### config.mk
export PLATFORM = sky130hd
export DESIGN_NAME = fazyrv_seq
export DESIGN_NICKNAME = d
export VERILOG_FILES = /design/src/rtl/fazyrv_pkg.sv /design/src/rtl/fazyrv_seq_tmo.sv /design/src/rtl/fazyrv_seq.sv
export SDC_FILE = /design/constraint.sdc
export NUM_CORES = 1
export LEC_CHECK = 0
export ABC_AREA = 1
export BUFFER_PORTS_ARGS = -buffer_cell sky130_fd_sc_hd__buf_2
export CORE_UTILIZATION = 57
export CTS_BUF_LIST = sky130_fd_sc_hd__clkbuf_16
export DETAILED_ROUTE_END_ITERATION = 10
export PLACE_DENSITY = 0.89
export RECOVER_POWER = 50
export SETUP_SLACK_MARGIN = 0.05
export SLEW_MARGIN = 20
export SYNTH_ARGS = -nofsm -noshare
export SYNTH_HDL_FRONTEND = slang
export SYNTH_HIERARCHICAL = 1
export SYNTH_SLANG_ARGS = --single-unit
### constraint.sdc
create_clock -name clk_i -period 3.7 [get_ports clk_i]
set_input_delay 0 -clock clk_i [delete_from_list [all_inputs] [get_ports clk_i]]
set_output_delay 0 -clock clk_i [all_outputs]
set_load 0.01 [all_outputs]
### src/rtl/fazyrv_pkg.sv
// fazyrv_pkg: shared types and helpers for the FazyRV control sequencer.
//   seq_state_t     - sequencer phase encoding
//   rf_rstb_cycles  - number of decode cycles that carry a RAM read strobe
//   ERR_SRC_*       - err_src_o encoding
package fazyrv_pkg;

  typedef enum logic [2:0] {
    ST_IFETCH = 3'd0,
    ST_DECODE = 3'd1,
    ST_ICYC1  = 3'd2,
    ST_ICYC2  = 3'd3,
    ST_ACK    = 3'd4,
    ST_SHIFT  = 3'd5,
    ST_TRAP   = 3'd6
  } seq_state_t;

  localparam logic ERR_SRC_IMEM = 1'b0;
  localparam logic ERR_SRC_DMEM = 1'b1;

  // A RAM register file needs at most two read strobes (rs1, rs2).
  function automatic int rf_rstb_cycles(input int rf_dly);
    return (rf_dly < 2) ? rf_dly : 2;
  endfunction

endpackage

### src/rtl/fazyrv_seq_tmo.sv
// fazyrv_seq_tmo: bus wait counter.
//   clk_i, rst_in : clock, async active-low reset
//   run_i         : count this cycle (sequencer waits on a bus)
//   clr_i         : restart from 0 (not waiting, or leaving the wait state)
//   expired_o     : counter has reached TIMEOUT while running
// TIMEOUT = 0 removes the counter entirely.
module fazyrv_seq_tmo #(
  parameter int TIMEOUT = 255
) (
  input  logic clk_i,
  input  logic rst_in,
  input  logic run_i,
  input  logic clr_i,
  output logic expired_o
);

  generate
    if (TIMEOUT == 0) begin : g_off
      logic unused_tmo;
      assign unused_tmo = ^{clk_i, rst_in, run_i, clr_i};
      assign expired_o  = 1'b0;
    end else begin : g_on
      localparam int TW = $clog2(TIMEOUT + 1);
      localparam logic [TW-1:0] TMAX = TW'(TIMEOUT);

      logic [TW-1:0] cnt_q, cnt_d;

      // Saturates at TIMEOUT so a stalled sequencer never wraps back to 0.
      always_comb begin
        cnt_d = cnt_q;
        if (clr_i)                      cnt_d = '0;
        else if (run_i && cnt_q != TMAX) cnt_d = cnt_q + 1'b1;
      end

      always_ff @(posedge clk_i or negedge rst_in) begin
        if (!rst_in) cnt_q <= '0;
        else         cnt_q <= cnt_d;
      end

      assign expired_o = run_i & (cnt_q == TMAX);
    end
  endgenerate

endmodule

### src/rtl/fazyrv_seq.sv
// fazyrv_seq: instruction-part control sequencer for the bit-serial FazyRV.
// Walks each instruction through IFETCH, DECODE (RF read latency), one or
// two serial passes, data-bus ACK and SHIFT, plus a TRAP pass entered on a
// bus timeout or an interrupt taken at an instruction boundary.
// Ports:
//   clk_i, rst_in           : clock, async active-low reset
//   abort_i, pc_noinc_i     : abort after ICYC1/ACK, suppress PC increment
//   any_*_i                 : decoded instruction class
//   shft_done_i, hlt_res_i  : shift finished, freeze counter in ICYC1
//   irq_i                   : level interrupt request
//   imem_*/dmem_*           : Wishbone strobe/ack handshakes
//   lsb_o, msb_o            : LSB / MSB chunk at next edge
//   pc_inc_o, rf_ram_*_o    : PC increment, RAM RF strobes
//   cyc_*_o                 : phase flags
//   hlt_*_o                 : hold controls
//   irq_ack_o, bus_err_o    : single-cycle event pulses, err_src_o with bus_err_o
//   icyc_o                  : chunk index within the pass
module fazyrv_seq
  import fazyrv_pkg::*;
#(
  parameter int CHUNKSIZE = 2,
  parameter int REG_WIDTH = 32,
  parameter int CPI       = REG_WIDTH / CHUNKSIZE,
  parameter int RF_DLY    = 1,
  parameter int MEMDLY1   = 0,
  parameter int TIMEOUT   = 255,
  parameter int IRQ_EN    = 0
) (
  input  logic                    clk_i,
  input  logic                    rst_in,
  input  logic                    abort_i,
  input  logic                    pc_noinc_i,
  input  logic                    any_jmp_i,
  input  logic                    any_br_i,
  input  logic                    any_ld_i,
  input  logic                    any_st_i,
  input  logic                    any_shft_i,
  input  logic                    any_slt_i,
  input  logic                    any_csr_i,
  input  logic                    shft_done_i,
  input  logic                    hlt_res_i,
  input  logic                    irq_i,
  output logic                    imem_stb_o,
  input  logic                    imem_ack_i,
  output logic                    dmem_stb_o,
  input  logic                    dmem_ack_i,
  output logic                    lsb_o,
  output logic                    msb_o,
  output logic                    pc_inc_o,
  output logic                    rf_ram_rstb_o,
  output logic                    rf_ram_wstb_o,
  output logic                    cyc_two_o,
  output logic                    cyc_ack_o,
  output logic                    cyc_shft_o,
  output logic                    cyc_trap_o,
  output logic                    cyc_two_shift_next_o,
  output logic                    hlt_regs_o,
  output logic                    hlt_spm_a_o,
  output logic                    hlt_imm_o,
  output logic                    irq_ack_o,
  output logic                    bus_err_o,
  output logic                    err_src_o,
  output logic [$clog2(CPI)-1:0]  icyc_o
);

  localparam int CW = $clog2(CPI);
  localparam logic [CW-1:0] CLAST = CW'(CPI - 1);

  seq_state_t    state_q, state_d;
  logic [CW-1:0] cnt_q, cnt_d;
  logic          lsb_q;

  logic last, imem_ok, tmo_run, tmo_clr, tmo_exp;
  logic msb, irq_take, berr, hlt_imm, to_if;

  assign last    = (cnt_q == CLAST);
  assign imem_ok = (MEMDLY1 != 0) ? 1'b1 : imem_ack_i;

  // Count only while actually waiting on a bus; any state change restarts it.
  assign tmo_run = ((state_q == ST_IFETCH) && (MEMDLY1 == 0)) || (state_q == ST_ACK);
  assign tmo_clr = ~tmo_run | (state_d != state_q);

  fazyrv_seq_tmo #(.TIMEOUT(TIMEOUT)) u_tmo (
    .clk_i     (clk_i),
    .rst_in    (rst_in),
    .run_i     (tmo_run),
    .clr_i     (tmo_clr),
    .expired_o (tmo_exp)
  );

  always_comb begin
    state_d  = state_q;
    cnt_d    = cnt_q;
    msb      = 1'b0;
    irq_take = 1'b0;
    berr     = 1'b0;
    hlt_imm  = 1'b1;
    to_if    = 1'b0;   // regular (non-abort) return to IFETCH, IRQ-eligible
    case (state_q)
      ST_IFETCH: begin
        msb   = 1'b1;
        cnt_d = '0;
        if (imem_ok)      state_d = (RF_DLY == 0) ? ST_ICYC1 : ST_DECODE;
        else if (tmo_exp) begin
          berr    = 1'b1;
          state_d = ST_TRAP;
        end
      end
      ST_DECODE: begin
        msb = 1'b1;
        if (int'(cnt_q) >= RF_DLY - 1) begin
          cnt_d   = '0;
          state_d = ST_ICYC1;
        end else begin
          cnt_d = cnt_q + 1'b1;
        end
      end
      ST_ICYC1: begin
        hlt_imm = any_br_i;
        if (!hlt_res_i) cnt_d = cnt_q + 1'b1;
        if (last) begin
          msb = 1'b1;
          // A frozen counter holds the pass on its last chunk.
          if (!hlt_res_i) begin
            cnt_d = '0;
            if (abort_i)         state_d = ST_IFETCH;
            else if (any_shft_i) state_d = shft_done_i ? ST_ICYC2 : ST_SHIFT;
            else if (any_ld_i)   state_d = ST_ACK;
            else if (any_jmp_i | any_br_i | any_st_i | any_slt_i | any_csr_i)
                                 state_d = ST_ICYC2;
            else                 to_if = 1'b1;
          end
        end
      end
      ST_ICYC2: begin
        hlt_imm = 1'b0;
        cnt_d   = cnt_q + 1'b1;
        if (last) begin
          msb   = 1'b1;
          cnt_d = '0;
          if (any_st_i) state_d = ST_ACK;
          else          to_if = 1'b1;
        end
      end
      ST_ACK: begin
        cnt_d = '0;
        msb   = dmem_ack_i;
        if (abort_i) state_d = ST_IFETCH;
        else if (dmem_ack_i) begin
          if (any_ld_i) state_d = shft_done_i ? ST_ICYC2 : ST_SHIFT;
          else          to_if = 1'b1;
        end else if (tmo_exp) begin
          berr    = 1'b1;
          state_d = ST_TRAP;
        end
      end
      ST_SHIFT: begin
        cnt_d = '0;
        if (shft_done_i) begin
          msb     = 1'b1;
          state_d = ST_ICYC2;
        end
      end
      ST_TRAP: begin
        cnt_d = cnt_q + 1'b1;
        if (last) begin
          msb     = 1'b1;
          cnt_d   = '0;
          state_d = ST_IFETCH;   // no IRQ check on trap exit
        end
      end
      default: begin
        msb     = 1'b1;
        cnt_d   = '0;
        state_d = ST_IFETCH;
      end
    endcase
    // Instruction boundary: a pending interrupt diverts into the trap pass.
    if (to_if) begin
      if ((IRQ_EN != 0) && irq_i) begin
        irq_take = 1'b1;
        state_d  = ST_TRAP;
      end else begin
        state_d = ST_IFETCH;
      end
    end
  end

  always_ff @(posedge clk_i or negedge rst_in) begin
    if (!rst_in) begin
      state_q <= ST_IFETCH;
      cnt_q   <= '0;
      lsb_q   <= 1'b0;
    end else begin
      state_q <= state_d;
      cnt_q   <= cnt_d;
      lsb_q   <= msb;
    end
  end

  assign msb_o       = msb;
  assign lsb_o       = lsb_q;
  assign icyc_o      = cnt_q;
  assign imem_stb_o  = (state_q == ST_IFETCH);
  assign dmem_stb_o  = (state_q == ST_ACK);
  assign cyc_two_o   = (state_q == ST_ICYC2);
  assign cyc_ack_o   = (state_q == ST_ACK);
  assign cyc_shft_o  = (state_q == ST_SHIFT);
  assign cyc_trap_o  = (state_q == ST_TRAP);
  assign cyc_two_shift_next_o = (state_d == ST_ICYC2) | (state_d == ST_SHIFT);

  // Branches, loads and stores update the PC in the second pass.
  assign pc_inc_o = ~pc_noinc_i & lsb_q &
                    (state_q == ((any_br_i | any_ld_i | any_st_i) ? ST_ICYC2 : ST_ICYC1));

  assign rf_ram_rstb_o = (RF_DLY > 0) && (state_q == ST_DECODE) &&
                         (int'(cnt_q) < rf_rstb_cycles(RF_DLY));
  assign rf_ram_wstb_o = (RF_DLY > 0) &&
                         ((state_q == ST_IFETCH) ||
                          ((state_q == ST_ICYC2) && lsb_q && any_csr_i));

  assign hlt_regs_o  = ~((state_q == ST_ICYC1) | (state_q == ST_ICYC2) | (state_q == ST_TRAP));
  assign hlt_spm_a_o = ~((state_q == ST_ICYC1) & ~(any_shft_i & msb));
  assign hlt_imm_o   = hlt_imm;

  assign irq_ack_o = irq_take;
  assign bus_err_o = berr;
  assign err_src_o = berr ? ((state_q == ST_ACK) ? ERR_SRC_DMEM : ERR_SRC_IMEM) : 1'b0;

endmodule

---- Word-level counts from Yosys, hierarchy flattened ----
Index checks and enable logic that the tools add are counted.
storage, ports and cells
  bits in read-only memories .............. 0
  bits in latches ......................... 0
  memories kept ........................... 0
  register bits after elaboration ......... 16
  bits of input ports ..................... 16
  output and inout port bits .............. 22
  memory bits (writable) .................. 0
operators by class
  div/mod/pow operators ................... 0
  bitwise operators ....................... 20
  reduce and logical (&&, ||, !) cells .... 10
  $mul .................................... 0
  magnitude comparators ................... 1
  shift operators ......................... 0
  multiplexer cells ....................... 49
  equal/unequal tests ..................... 13
  $add $sub $neg .......................... 2
operators with widths
  cell                                                        count
  two-way mux 3 bit                                           17
  case mux 3 bit (7 select lines)                             1
  two-way mux 1 bit                                           20
  two-way mux 4 bit                                           4
  two-way mux 8 bit                                           2
  equality test 3 bit, second input constant                  4
  bitwise OR 1 bit                                            10
  equality test 3 x 2 -> 1 bit, second input constant         3
  adder 8 x 1 -> 8 bit, second input constant                 1
  equality test 8 bit, second input constant                  1
  inequality test 8 bit, second input constant                1
  case mux 4 bit (2 select lines)                             1
  case mux 1 bit (3 select lines)                             2
  bitwise AND 1 bit                                           5
  NOT 1 bit                                                   5
  adder 4 x 1 -> 4 bit, second input constant                 1
  equality test 4 bit, second input constant                  1
  logical AND 1 bit                                           4
  less-than comparator 4 x 1 -> 1 bit, second input constant  1
  case mux 1 bit (2 select lines)                             2
  equality test 3 x 1 -> 1 bit, second input constant         1
  equality test 3 x 2 -> 1 bit                                1
  zero test 3 bit                                             1
  inequality test 3 bit                                       1
  other kinds (4)                                             5

---- Depth between registers and ports, before layout ----
Gate-level depths: netlist (run 1).
  depth in word-level cells ............... 15
  depth in mapped cells ................... 18

---- By module ----
Netlist (run 1), hierarchy kept.
modules (own cells, without submodules)
  module          cells each  area an instance (sq um)  instances
  fazyrv_seq      169         985.9                     1
  fazyrv_seq_tmo  72          519.2                     1

---- Worst setup path before layout (run 1) ----
No wires, ideal clock.
  path type ............................... reg2reg
  start point ............................. register u_tmo.g_on.cnt_q[0]
  end point ............................... register u_tmo.g_on.cnt_q[7]
  data required time ...................... 3.629 ns
  stages on the path, launching flop included .. 19
  library setup time ...................... 0.071 ns
  period minus slack after synthesis ...... 1.967 ns
  arrival time ............................ 1.896 ns
  path slack .............................. 1.733 ns
  cell sequence ........................... dfrtp_1 > ha_1 > nand2_1 > nor2_4 > nand2_2 > nor2_1 > inv_1 > nor2_1 > nand2_1 > inv_2 > nor2_1 > nand3_1 > nand2_2 > inv_2 > nor2_1 > nand2_1 > inv_1 > nand2_1 > nor2_1
on the way
  longest elaborated chain between the ends .. 10
  elaborated cells on any way between the ends .. 16
ends and longest elaborated chain
  element                                                         line                                  text
  start: declaration                                              fazyrv_seq_tmo.sv:26                  logic [TW-1:0] cnt_q, cnt_d;
  start signal: assignment                                        fazyrv_seq_tmo.sv:37                  else cnt_q <= cnt_d;
  equality test 8 bit (*)                                         fazyrv_seq_tmo.sv:40                  assign expired_o = run_i & (cnt_q == TMAX);
  bitwise AND 1 bit (*)                                           fazyrv_seq_tmo.sv:40
  named net tmo_exp                                               fazyrv_seq.sv:73                      logic last, imem_ok, tmo_run, tmo_clr, tmo_exp;
  two-way mux 3 bit (*)                                           fazyrv_seq.sv:104, fazyrv_seq.sv:152
  two-way mux 3 bit                                               fazyrv_seq.sv:149                     else if (dmem_ack_i) begin
  two-way mux 3 bit                                               fazyrv_seq.sv:148                     if (abort_i) state_d = ST_IFETCH;
  case mux 3 bit (7 select lines) (*)                             fazyrv_seq.sv:99                      case (state_q)
  two-way mux 3 bit (*)                                           fazyrv_seq.sv:179                     if (to_if) begin
  named net state_d[1]                                            fazyrv_seq.sv:69                      seq_state_t state_q, state_d;
  inequality test 3 bit (*)                                       fazyrv_seq.sv:81                      assign tmo_clr = ~tmo_run | (state_d != state_q);
  bitwise OR 1 bit (*)                                            fazyrv_seq.sv:81
  named net tmo_clr                                               fazyrv_seq.sv:73
  two-way mux 8 bit / nonzero test 2 bit (equally long branches)  --
The timed path passes the listed nets; every way through them passes the cells marked *. The select of a mux whose other input is x is not followed.
A chain may end at the register's enable or synchronous reset.

---- Worst setup path after layout (run 1) ----
  start point ............................. register state_q[0]
  end point ............................... register u_tmo.g_on.cnt_q[6]
on the way
  longest elaborated chain between the ends .. 11
  elaborated cells on any way between the ends .. 33
ends and longest elaborated chain
  element                                                         line                                  text
  start: declaration                                              fazyrv_seq.sv:69
  start signal: assignment                                        fazyrv_seq.sv:195                     state_q <= state_d;
  equality test 3 bit / zero test 3 bit (equally long branches)   fazyrv_seq.sv:80                      assign tmo_run = ((state_q == ST_IFETCH) && (MEMDLY1 == 0)) || (state_q == ST_ACK);
  logical OR 1 bit (*)                                            fazyrv_seq.sv:80
  named net tmo_run                                               fazyrv_seq.sv:73
  bitwise AND 1 bit (*)                                           fazyrv_seq_tmo.sv:40
  named net tmo_exp                                               fazyrv_seq.sv:73
  two-way mux 3 bit (*)                                           fazyrv_seq.sv:104, fazyrv_seq.sv:152
  two-way mux 3 bit                                               fazyrv_seq.sv:149
  two-way mux 3 bit                                               fazyrv_seq.sv:148
  case mux 3 bit (7 select lines) (*)                             fazyrv_seq.sv:99
  two-way mux 3 bit (*)                                           fazyrv_seq.sv:179
  inequality test 3 bit (*)                                       fazyrv_seq.sv:81
  bitwise OR 1 bit (*)                                            fazyrv_seq.sv:81
  named net tmo_clr                                               fazyrv_seq.sv:73
  two-way mux 8 bit / nonzero test 2 bit (equally long branches)  --
The timed path passes the listed nets; every way through them passes the cells marked *.

==> results of run 1 <==
cell type report:
type,count,area [um^2]
tap,30,37.5
timing repair buffer,36,178
multi-input combinational,182,916
inverter,39,146
clock buffer,3,75.1
clock inverter,1,3.75
fill,214,721
sequential,16,400
how the worst min path moves through the flow:
stage | start | end | slack, ns | cells past startpoint
2_1_floorplan | rst_in | icyc_o[0] | -0.30 | 0
3_3_place_gp | rst_in | state_q[0] | -0.07 | 1
3_5_place_dp | rst_in | state_q[2] | -0.07 | 1
4_1_cts | hlt_res_i | icyc_o[1] | 0.1 | 3
5_1_grt | hlt_res_i | icyc_o[1] | 0.13 | 3
6_report | hlt_res_i | icyc_o[1] | 0.11 | 3
cells by family after synthesis:
family / Yosys count / share of synthesized area
xor+xnor: 3 / 0.0175
compound gates: 28 / 0.116
buf+inv: 43 / 0.117
other cells: 1 / 0.00249
fa+ha+maj: 4 / 0.0333
flops: 16 / 0.266
simple gates: 146 / 0.447
flip-flops by register name, summed over array words and instances, names as in the netlist:
register          count
icyc_o                4
u_tmo/g_on.cnt_q      8
state_q               3
lsb_o                 1
critical path, cell delays in order (launching register included):
cell and delay (ns):
dfrtp_1 0.53, nor2_4 0.28, inv_1 0.10, nor2_1 0.18, inv_1 0.08, nor2_1 0.08, nand2_1 0.09, nand2_1 0.06
nor2_1 0.04, nand2_1 0.10, a21oi_1 0.07, nor2_1 0.11, nand2_1 0.12, inv_1 0.22, nand3_1 0.10, nand2_1 0.10
metrics by stage:
step | hold slack (ns) | instance area, um^2 | setup WS [ns] | util
2_1_floorplan | -0.296 | 1510 | 1.73 | -
3_3_place_gp | -0.0663 | 1690 | 1.45 | 0.681
3_5_place_dp | -0.0651 | 1690 | 1.40 | 0.681
4_1_cts | 0.0978 | 1780 | 1.38 | 0.717
5_1_grt | 0.129 | 1760 | 1.18 | 0.709
6_report | 0.107 | 1760 | 1.37 | 0.709
power by group:
part	switching, mW	internal [mW]	total [mW]	leakage (nW)
clock	0.0716	0.144	0.215	0.0385
sequential	0.0604	0.208	0.268	0.215
combinational	0.333	0.168	0.500	0.755
total	0.465	0.519	0.984	1.01
layer usage:
layer  global-route usage  vias to the layer above  wire length [um]
li1                     -                      828                 -
met1                0.360                      746              1610
met2                0.490                       76              1770
met3               0.0661                        7               336
met4               0.0965                        0                54
met5                    0                        -                 0
layout by cell type (no fill, tap or decap), types with 2 or more instances in the layout:
cell type  Yosys  final
nand2_1       66     67
nor2_1        36     38
inv_1         31     31
buf_2          0     29
nand3_1       21     21
dfrtp_1       16     16
o21ai_0       15     15
inv_2          8      8
clkbuf_1       0      6
nor2_4         5      4
nand2_2        5      4
a21oi_1        4      4
nor2_2         5      4
ha_1           4      4
xor2_1         3      3
clkbuf_16      0      3
a21oi_2        2      2
nand3b_1       2      2
nor4_1         2      2
nand2_4        2      2
timing repair:
item / CTS / global route
hold endpoints to repair: 16 / 0
hold buffers: 1 / 0
setup endpoints to repair: 0 / 0
resized for setup: 0 / 0
==> reports/qor.yml, run 1 <==
outcome:
  outcome: "finished clean"
floorplan:
  rows: 18
  num_io_pins: 38
  initial_core_util: 0.608
  die-area_mm2: 0.00285
  design.core.area_mm2: 0.00248
  die_h_um: 53.4
  fp.dieW_um: 53.4
route:
  drc: 0
  wl_um: 3770
  firstDrtPassIters: 5
  antenna_left: 0
  vias: 1657
  drt_iter0_markers: 44
  detail_route.vias_per_cell: 5.40
  wl_per_cell_um: 12.3
critical_path:
  r2r_start: "state_q[0]"
  timing.rr.end: "u_tmo/g_on.cnt_q[6]"
  crit_end: "u_tmo/g_on.cnt_q[6]"
  cp_max_fo: 8
  r2r.worst_path.cells: 15
  path_class: "flip-flop to flip-flop"
  reg2reg_setup_slack_ns: 1.37
  crit_path_end_kind: "flip-flop"
  cp.arrival_ns: 2.51
  startpoint: "state_q[0]"
  cp.required_ns: 3.88
  worst_setup_path_start_kind: "flip-flop"
layout:
  final_nets: 298
  num_antenna_cells: 0
  fin_cells: 307
  drive_gt1_frac: 0.209
  syn2layout_area_growth_pct: 16.7
cts:
  clock_latency_ns: 0.25
  post_cts_buffers: 0
  numCtsBuffers: 3
  ctsHtreeMaxLevel: 1
  cts_root_buf: "clkbuf_16"
  clockBufferDepth: 2
  cts_tree: "done"
  cts.sinks: 16
  cts.clk_slew.worst_paths_ns: 0.05
place:
  gp_congestion: 0.902
  dpl.hpwl_um: 2880
  dp_cells: 302
  io_buffer_count: 35
timing:
  finalHoldViolCount: 0
  grt_setup_unrepaired: "no"
  setup_viol_count_final: 0
  finalSetupTns_ns: 0
  fin_crit_sh: 0.630
  drv_slew: 0
  skew_ns: 0.00211
  fmax_mhz: 429
  slew_headroom: 0.375
  period_needed_ns: 2.33
  worstMarginPinSlew_ns: 0.937
global_route:
  antenna_found_initial: 0
  grt_usage: 0.291
  overflow: 0
  grt_max_degree: 17
  grt_pass1_wl_um: 6120
  grt_pass1_vias: 1495
synthesis:
  ys_seq_area_frac: 0.266
  yosys.area.top_type: "dfrtp_1"
  synth.yosys.warnings: 6
  synthArstFlopShare: 1.00
  synth_edf_count: 0
  syn_area_per_cell_um2: 6.25
  synth_top_area_frac: 0.266
  yosysMostFrequentCell: "nand2_1"
  netlist_instances: 241
  synthesis.nets: 261
  synthTopCellsByCount: "66 x nand2_1, 36 x nor2_1, 31 x inv_1, 21 x nand3_1, 16 x dfrtp_1"
  synth_area_leaders: "dfrtp_1 27%, nand2_1 16%, nor2_1 9.0%"
  synth_cell_types: 28
  synth_flop_cell: "dfrtp_1"
  synth_area_mm2: 0.00151
  synth-seq-cells: 16
job:
  maxCapViolCount: 0
pwr:
  power_density_mw_per_mm2: 560
  fin_total_pwr_mw: 0.984
  ir_drop_mv: 0.401
  p_leak_nw: 1.01
min_path:
  hold_path.class: "input pin to flip-flop"
Note: power is estimated with default switching activity, not from simulation.
==> run 2: changes to the inputs <==
CORE_UTILIZATION = 48   (was 57)
PLACE_DENSITY = 0.8   (was 0.89)
clock period = 2.04 ns   (was 3.7 ns; I/O delays follow)
==> run 2 against run 1 <==
Against the previous run:
- the run now ends with design-rule violations, negative setup slack left
- combinational power grew to 2.6 times the previous value
- cell area grew 19%
- first-iteration DRC count grew 82%
- non-clock buffer count grew 27
- clock power grew 73%
- global-route usage shrank 3.4 points
- highest routed layer unchanged
==> reports/qor.yml, run 2 (synthesis gave the netlist of run 1 again) <==
outcome:
  outcome: "finished with violations"
  failed_checks: "design-rule violations, negative setup slack"
timing:
  fin_ws_ns: -0.0984
  fmax_mhz: 468
  period_needed_ns: 2.14
  skew_ns: 0.00126
  setup_viol_count_final: 9
  slew_headroom: 0.402
  fin_crit_sh: 1.05
  drv_slew: 0
  worstMarginPinSlew_ns: 0.898
  finalHoldViolCount: 0
  grt_setup_unrepaired: "yes"
cts:
  ctsHtreeMaxLevel: 1
  clockBufferDepth: 2
  clock_latency_ns: 0.24
  numCtsBuffers: 3
  cts.clk_slew.worst_paths_ns: 0.05
  cts_tree: "done"
  cts.sinks: 16
  cts_root_buf: "clkbuf_16"
pwr:
  p_seq_frac: 0.208
  fin_total_pwr_mw: 2.10
  p_int_mw: 1.11
  power_density_mw_per_mm2: 1010
  clkPwrFrac: 0.176
  netSwitchingFraction: 0.474
  p_comb_frac: 0.615
  ir_drop_mv: 0.544
  p_leak_nw: 1.15
  p_switching_mw: 0.994
critical_path:
  cp.required_ns: 2.17
  r2r_start: "u_tmo/g_on.cnt_q[1]"
  worst_path_max_delay_cell: "dfrtp_1"
  cp.arrival_ns: 2.27
  r2r.worst_path.cells: 18
  timing.rr.end: "u_tmo/g_on.cnt_q[4]"
  cpPeakStageDelay_ns: 0.37
  cp_cell_sequence: "ha_2 -> nand2_2 -> nor2_4 -> nand2_2 -> nor2_4 -> inv_2 -> nor2_4 -> nand2_2 -> nand2_1 -> nor2_1 -> nand2_1 -> nand3_1 -> nand2_1 -> nor2_2 -> nand2_4 -> inv_8 -> nand3b_1 -> nand2_1"
  crit_path_end_kind: "flip-flop"
  crit_family: "simple AND/OR/NAND/NOR gates"
  reg2reg_setup_slack_ns: -0.1
  path_class: "flip-flop to flip-flop"
  cp_max_fo: 8
  worst-path-buf-inv: 2
  worst_path_most_repeated_cell: "nand2_1"
  worst_setup_path_start_kind: "flip-flop"
route:
  drt_iter0_markers: 80
  antenna_left: 0
  firstDrtPassIters: 7
  wl_per_cell_um: 12.9
  wl_um: 4320
  vias: 1791
  drc: 1
  detail_route.vias_per_cell: 5.36
floorplan:
  rows: 19
  fp.dieW_um: 58
  num_io_pins: 38
  die_h_um: 58
  die-area_mm2: 0.00336
  initial_core_util: 0.528
  design.core.area_mm2: 0.00285
layout:
  drive_gt1_frac: 0.366
  syn2layout_area_growth_pct: 38.6
  layout_common_cells: "62 x nand2_1, 31 x buf_2, 30 x nor2_1, 28 x inv_1, 24 x buf_4"
  top_register: "u_tmo/g_on.cnt_q"
  num_antenna_cells: 0
  fin_cells: 334
  fill_cells: 265
  final_common_cell: "nand2_1"
  final_nets: 325
  fin_util: 0.731
  largest_reg_flops: 8
min_path:
  min_path_cells: 3
  holdPathEnd: "icyc_o[2]"
  min_from: "hlt_res_i"
  hold_path.class: "input pin to flip-flop"
global_route:
  grt_max_degree: 17
  grt_usage: 0.257
  antenna_found_initial: 0
  grt_pass1_wl_um: 6770
  grt_pass1_vias: 1606
  overflow: 0
place:
  dpl.hpwl_um: 3010
  gp_congestion: 0.911
  dp_cells: 321
  io_buffer_count: 35
job:
  maxCapViolCount: 0
==> run 2: what timing repair did <==
| action | CTS | global route |
|---|---|---|
| pin swaps | 10 | 20 |
| buffers inserted | 2 | 7 |
| setup endpoints to repair | 10 | 11 |
| hold buffers | 1 | 0 |
| hold endpoints to repair | 16 | 0 |
| resized for setup | 15 | 20 |
==> run 2: layout make-up <==
cell class | count | area, um^2 | area share
inverter | 39 | 158 | 0.0756
multi-input combinational | 182 | 1030 | 0.496
timing repair buffer | 63 | 379 | 0.182
tap | 31 | 38.8 | 0.0186
sequential | 16 | 400 | 0.192
clock buffer | 3 | 75.1 | 0.0360
==> run 2: per-layer routing <==
layer,share of wire,wire (um),vias up,track usage
met4,0.013,58,0,0.0476
met5,0,0,-,0
li1,-,-,885,-
met3,0.078,336,12,0.0424
met1,0.41,1790,810,0.332
met2,0.50,2140,84,0.455
==> run 2: worst max path at each step <==
stage / startpoint / to / slack, ns / cells after the start
after floorplan: u_tmo/g_on.cnt_q[0] / u_tmo/g_on.cnt_q[7] / 0.07 / 18
after global placement: u_tmo/g_on.cnt_q[0] / u_tmo/g_on.cnt_q[7] / -0.1 / 18
after detailed placement: u_tmo/g_on.cnt_q[0] / u_tmo/g_on.cnt_q[6] / -0.13 / 18
after CTS: u_tmo/g_on.cnt_q[1] / u_tmo/g_on.cnt_q[4] / 0.02 / 18
after global routing: u_tmo/g_on.cnt_q[1] / u_tmo/g_on.cnt_q[2] / -0.26 / 17
final: u_tmo/g_on.cnt_q[1] / u_tmo/g_on.cnt_q[4] / -0.1 / 18
==> run 2: tightest hold or removal path: stages <==
cell and delay (ns):
buf_2 0.13, nor2_1 0.09, o21ai_0 0.07
==> run 2: power by group through the flow <==
stage	clock network [mW]	registers, mW	logic [mW]
finish	0.371	0.437	1.29
global route	0.388	0.443	1.42
CTS	0.377	0.434	1.15
detailed placement	0	0.439	1.08
global placement	0	0.435	1.06
floorplan	0	0.460	0.661
==> run 2: stage by stage <==
| stage | instance area (um^2) | TNS [ns] | setup slack, ns | hold slack (ns) |
|---|---|---|---|---|
| final | 2090 | -0.620 | -0.0984 | 0.108 |
| after global routing | 2090 | -2.09 | -0.263 | 0.114 |
| after CTS | 1970 | 0 | 0.0160 | 0.0980 |
| after detailed placement | 1820 | -0.812 | -0.135 | -0.0613 |
| after global placement | 1820 | -0.499 | -0.0966 | -0.0618 |
| after floorplan | 1510 | 0 | 0.0730 | -0.296 |
